### config.mk
export PLATFORM = sky130hd
export DESIGN_NAME = sop_truth_table_scanner
export DESIGN_NICKNAME = d
export VERILOG_FILES = /design/src/rtl/sop_truth_table_scanner.sv
export SDC_FILE = /design/constraint.sdc
export NUM_CORES = 1
export LEC_CHECK = 0
export BUFFER_PORTS_ARGS = -buffer_cell sky130_fd_sc_hd__buf_2
export CORE_MARGIN = 4
export CORE_UTILIZATION = 50
export DETAILED_ROUTE_END_ITERATION = 10
export PLACE_DENSITY = 0.78
export SETUP_SLACK_MARGIN = 0.5
export SYNTH_ARGS = -nofsm -noshare
export SYNTH_HDL_FRONTEND = slang
export SYNTH_SLANG_ARGS = --single-unit
### constraint.sdc
create_clock -name i_clk -period 2.1 [get_ports i_clk]
set_clock_uncertainty 0.15 [all_clocks]
set_input_delay 0 -clock i_clk [delete_from_list [all_inputs] [get_ports i_clk]]
set_output_delay 0 -clock i_clk [all_outputs]
set_load 0.01 [all_outputs]
### src/rtl/sop_truth_table_scanner.sv
// sop_truth_table_scanner
//   Walks an N_IN-bit stimulus through every input combination, holds each
//   value for SETTLE cycles, samples the function output, and builds the
//   minterm mask. It also counts the ones and compares the mask with EXPECTED.
// Ports:
//   i_clk    rising-edge clock
//   i_rst    asynchronous active-high reset
//   i_start  scan request, accepted only in IDLE
//   i_f_in   output of the function under test (synchronous to i_clk)
//   o_stim   stimulus to the function; o_stim[N_IN-1] is the MSB input
//   o_busy   scan in progress
//   o_done   one-cycle pulse when the results become valid
//   o_mask   captured truth table; bit i = f_in sampled with stim == i
//   o_ones   population count of o_mask
//   o_match  o_mask == EXPECTED, valid from o_done onwards
module sop_truth_table_scanner #(
  parameter int                   N_IN     = 3,
  parameter int                   SETTLE   = 2,
  parameter logic [2**N_IN-1:0]   EXPECTED = 8'b1000_0011
) (
  input  logic                 i_clk,
  input  logic                 i_rst,
  input  logic                 i_start,
  input  logic                 i_f_in,
  output logic [N_IN-1:0]      o_stim,
  output logic                 o_busy,
  output logic                 o_done,
  output logic [2**N_IN-1:0]   o_mask,
  output logic [N_IN:0]        o_ones,
  output logic                 o_match
);

  localparam logic [3:0]      SETTLE_M1 = 4'(SETTLE - 1);
  localparam logic [N_IN-1:0] LAST      = {N_IN{1'b1}};

  typedef enum logic [1:0] {IDLE, SCAN, DONE} state_t;

  state_t              r_state, w_next;
  logic [3:0]          r_cnt;
  logic [N_IN-1:0]     r_stim;
  logic                r_busy, r_done, r_match;
  logic [2**N_IN-1:0]  r_mask;
  logic [N_IN:0]       r_ones;
  logic                w_sample;

  // Sample edge: the stimulus has now been held for SETTLE cycles.
  assign w_sample = (r_cnt == SETTLE_M1);

  always_ff @(posedge i_clk or posedge i_rst) begin
    if (i_rst) r_state <= IDLE;
    else       r_state <= w_next;
  end

  always_comb begin
    w_next = r_state;
    case (r_state)
      IDLE:    if (i_start) w_next = SCAN;
      SCAN:    if (w_sample && r_stim == LAST) w_next = DONE;
      DONE:    w_next = IDLE;
      default: w_next = IDLE;
    endcase
  end

  always_ff @(posedge i_clk or posedge i_rst) begin
    if (i_rst) begin
      r_cnt   <= '0;
      r_stim  <= '0;
      r_busy  <= 1'b0;
      r_done  <= 1'b0;
      r_mask  <= '0;
      r_ones  <= '0;
      r_match <= 1'b0;
    end else begin
      case (r_state)
        IDLE: begin
          r_done <= 1'b0;
          if (i_start) begin
            r_busy  <= 1'b1;
            r_stim  <= '0;
            r_mask  <= '0;
            r_ones  <= '0;
            r_match <= 1'b0;
            r_cnt   <= '0;
          end
        end
        SCAN: begin
          if (!w_sample) begin
            r_cnt <= r_cnt + 4'd1;
          end else begin
            r_mask[r_stim] <= i_f_in;
            r_ones         <= r_ones + {{N_IN{1'b0}}, i_f_in};
            r_cnt          <= '0;
            // The stimulus is held on the last minterm rather than wrapped.
            if (r_stim != LAST) r_stim <= r_stim + 1'b1;
          end
        end
        DONE: begin
          r_done  <= 1'b1;
          r_busy  <= 1'b0;
          r_match <= (r_mask == EXPECTED);
          r_stim  <= '0;
        end
        default: ;
      endcase
    end
  end

  assign o_stim  = r_stim;
  assign o_busy  = r_busy;
  assign o_done  = r_done;
  assign o_mask  = r_mask;
  assign o_ones  = r_ones;
  assign o_match = r_match;

endmodule

==> results.toml <==
[setup_path]
r2r_slack_ns = 0.32
crit_family = "simple AND/OR/NAND/NOR gates"
slowest_stage = "dfrtp_1"
crit_type = "register to register"
rr_startpoint = "r_cnt[1]$_DFFE_PP0P_"
cp.depth = 5
critPathLaunch = "r_cnt[1]$_DFFE_PP0P_"
arrival_ns = 1.90
path_buf_inv = 1
crit_path_cell_trace = "inv_2, ha_4, or3b_4, nor4_4, a22o_1"
max_stage_delay_ns = 0.42
crit_end = "o_stim[2]$_DFFE_PP0P_"
start_kind = "register"
critical_path.max_fanout = 4
crit_path_end_kind = "register"
reg2reg_depth = 5
r2r-end = "o_stim[2]$_DFFE_PP0P_"
required_ns = 2.21

[timing]
slew_viol_final = 0
fin_crit_sh_pct = 84.8
setup_tns_ns = 0
setup_violations = 0
timing_hold_violations_final = 0
fin_crit_ns = 1.78
hold_slack_ns = 0.104
rsz0062_at_grt = "yes"
max_freq_mhz = 561
max_slew_margin_pct = 62.1
worst_pin_slew_ns = 0.569

[route]
drtPass1Iterations = 4
antenna_left = 0
drt_iter0_drc = 56
wirelength_um = 3350
vias = 1147
viasPerCell = 5.91
drc = 0
routedWlPerCell_um = 17.3

[clock_network]
cts_buffer_depth = 2
clk_pin_slew_worst_paths_ns = 0.13
cts_tree = "done"
cts_buffers = 3
cts-root-buf = "clkbuf_4"
clock-sinks = 24
htree_levels = 1
insertion_delay_ns = 0.32

[die]
die-area_um2 = 3490
fp.dieH_um = 59.1
design.core.area_um2 = 2480
initial_core_util_pct = 52.7
boundaryPins = 22
row_count = 18
die_x_um = 59.1

[power]
p_leak_nw = 0.792
power.total_mw = 1.98
p_per_area_nw_per_um2 = 1130
vdd_drop_max_mv = 0.902

[global_route]
grt_start_max_net_pins = 16
grt-ovfl-total = 0
grt_pass1_vias = 1136
globalRouteTotalUtil_pct = 20.2
antenna_found_initial = 0
grt_pass1_wl_um = 5420

[layout]
layout-drive-gt1-share_pct = 42.1
nets = 175
area.sequential_um2 = 606
multi_input_area_um2 = 785
antenna_cells = 0
fillers = 168
syn_to_final_growth_pct = 34.1

[logic_synthesis]
ys_seq_area_share_pct = 46.0
ys_top_cells_by_count = "dfrtp_1, and3_1, a211o_1, nand2_1, nor3_1"
synthTopCellsByArea = "dfrtp_1, a211o_1, ha_1"
yosysMostFrequentCell = "dfrtp_1"
ys_types = 35
yosysWarningCount = 0
synth_ff_type = "dfrtp_1"
synth_top_cell_by_area = "dfrtp_1"
postSynth.asyncResetShare_pct = 100
syn_nets = 131
synth-seq-cells = 24
synthCells = 121
mappedNetlistArea_um2 = 1310
synth_edf_count = 0
synth_top_cell_area_share_pct = 46.0
postSynthAreaPerCell_um2 = 10.8

[status]
status = "completed"

[hold_path]
hp-class = "input port to async pin"

[placed_design]
dp_hpwl_um = 1920
routabilityCongestion = 0.785
io_buffers = 21

[flow_run]
drv_cap = 0
worst min-delay path, stage by stage:
cell and delay [ns]:
dlygate4sd3_1 0.53, buf_2 0.12, inv_1 0.42
logic make-up (layout without fill, tap and decap cells):
logic type | after synthesis | count (layout) | synth area share, %
adders and majority gates | 6 | 6 | 5.75
AOI/OAI and AO/OA | 26 | 27 | 15.8
buffers and inverters | 8 | 49 | 3.64
and+or+nand+nor | 54 | 55 | 26.4
muxes | 3 | 3 | 2.40
DFF | 24 | 24 | 46.0
worst min path at each step:
stage                                   to  slack (ns)  depth (start not counted)
floorplan               o_busy$_DFFE_PP0P_       -0.14                          1
global placement    r_state[1]$_DFFE_PP0P_       -0.08                          2
detailed placement  r_state[1]$_DFFE_PP0P_       -0.07                          2
CTS                  o_stim[2]$_DFFE_PP0P_        0.12                          3
global route         o_stim[2]$_DFFE_PP0P_        0.15                          3
finish                r_cnt[3]$_DFFE_PP0P_        0.10                          3
sequential cells by signal, indices dropped and copies added (netlist names):
register and count:
r_state 2, r_cnt 4, o_done 1, o_stim 3
o_mask 8, o_busy 1, o_ones 4, o_match 1
cell type report:
type | count | area share [%]
flip-flops and latches | 24 | 34.6
well taps | 30 | 2.14
clock buffers | 4 | 1.50
inverters | 3 | 0.643
multi-input cells | 91 | 44.8
repair buffers | 42 | 16.3
per-layer routing:
layer / up-vias / GRT usage [%] / wire, µm
li1: 546 / - / -
met4: 0 / 8.09 / 53
met3: 7 / 2.83 / 174
met2: 41 / 33.0 / 1620
met1: 553 / 27.0 / 1510
met5: - / 0 / 0
power by group:
group / leakage (nW) / internal [mW] / switching [mW]
Sequential: 0.268 / 0.596 / 0.156
Clock: 0.0150 / 0.0744 / 0.143
Combinational: 0.509 / 0.522 / 0.488
placed cells by master, fill, tap and decap left out, drive strengths merged, types with 2 or more instances in the layout:
master,synthesis,layout
a211o,9,9
a21boi,1,2
a21o,2,2
a22o,4,4
and3,10,10
buf,3,39
clkbuf,2,4
dfrtp,24,24
dlygate4sd3,0,3
ha,6,6
inv,3,3
mux2i,2,2
nand2,8,8
nand3,5,5
nand3b,4,4
nor2,3,3
nor2b,3,3
nor3,9,9
nor4,2,2
o21ai,6,6
or3,2,2
or3b,5,6
through the flow:
step	instance area, µm²	utilization, %	setup slack [ns]	instances
after floorplan	1320	-	0.468	121
after detailed placement	1440	58.0	0.319	169
after global placement	1440	58.0	0.351	169
after CTS	1640	66.2	0.402	191
final	1750	70.7	0.319	194
after global routing	1750	70.7	0.270	194
timing repair:
action,CTS,global route
gates resized for setup,9,21
hold buffers,3,0
buffers inserted,13,3
cloned,2,0
setup endpoints to repair,17,20
endpoints found under the hold margin,19,0
pin swaps,3,10
(Power assumes the default switching activity.)
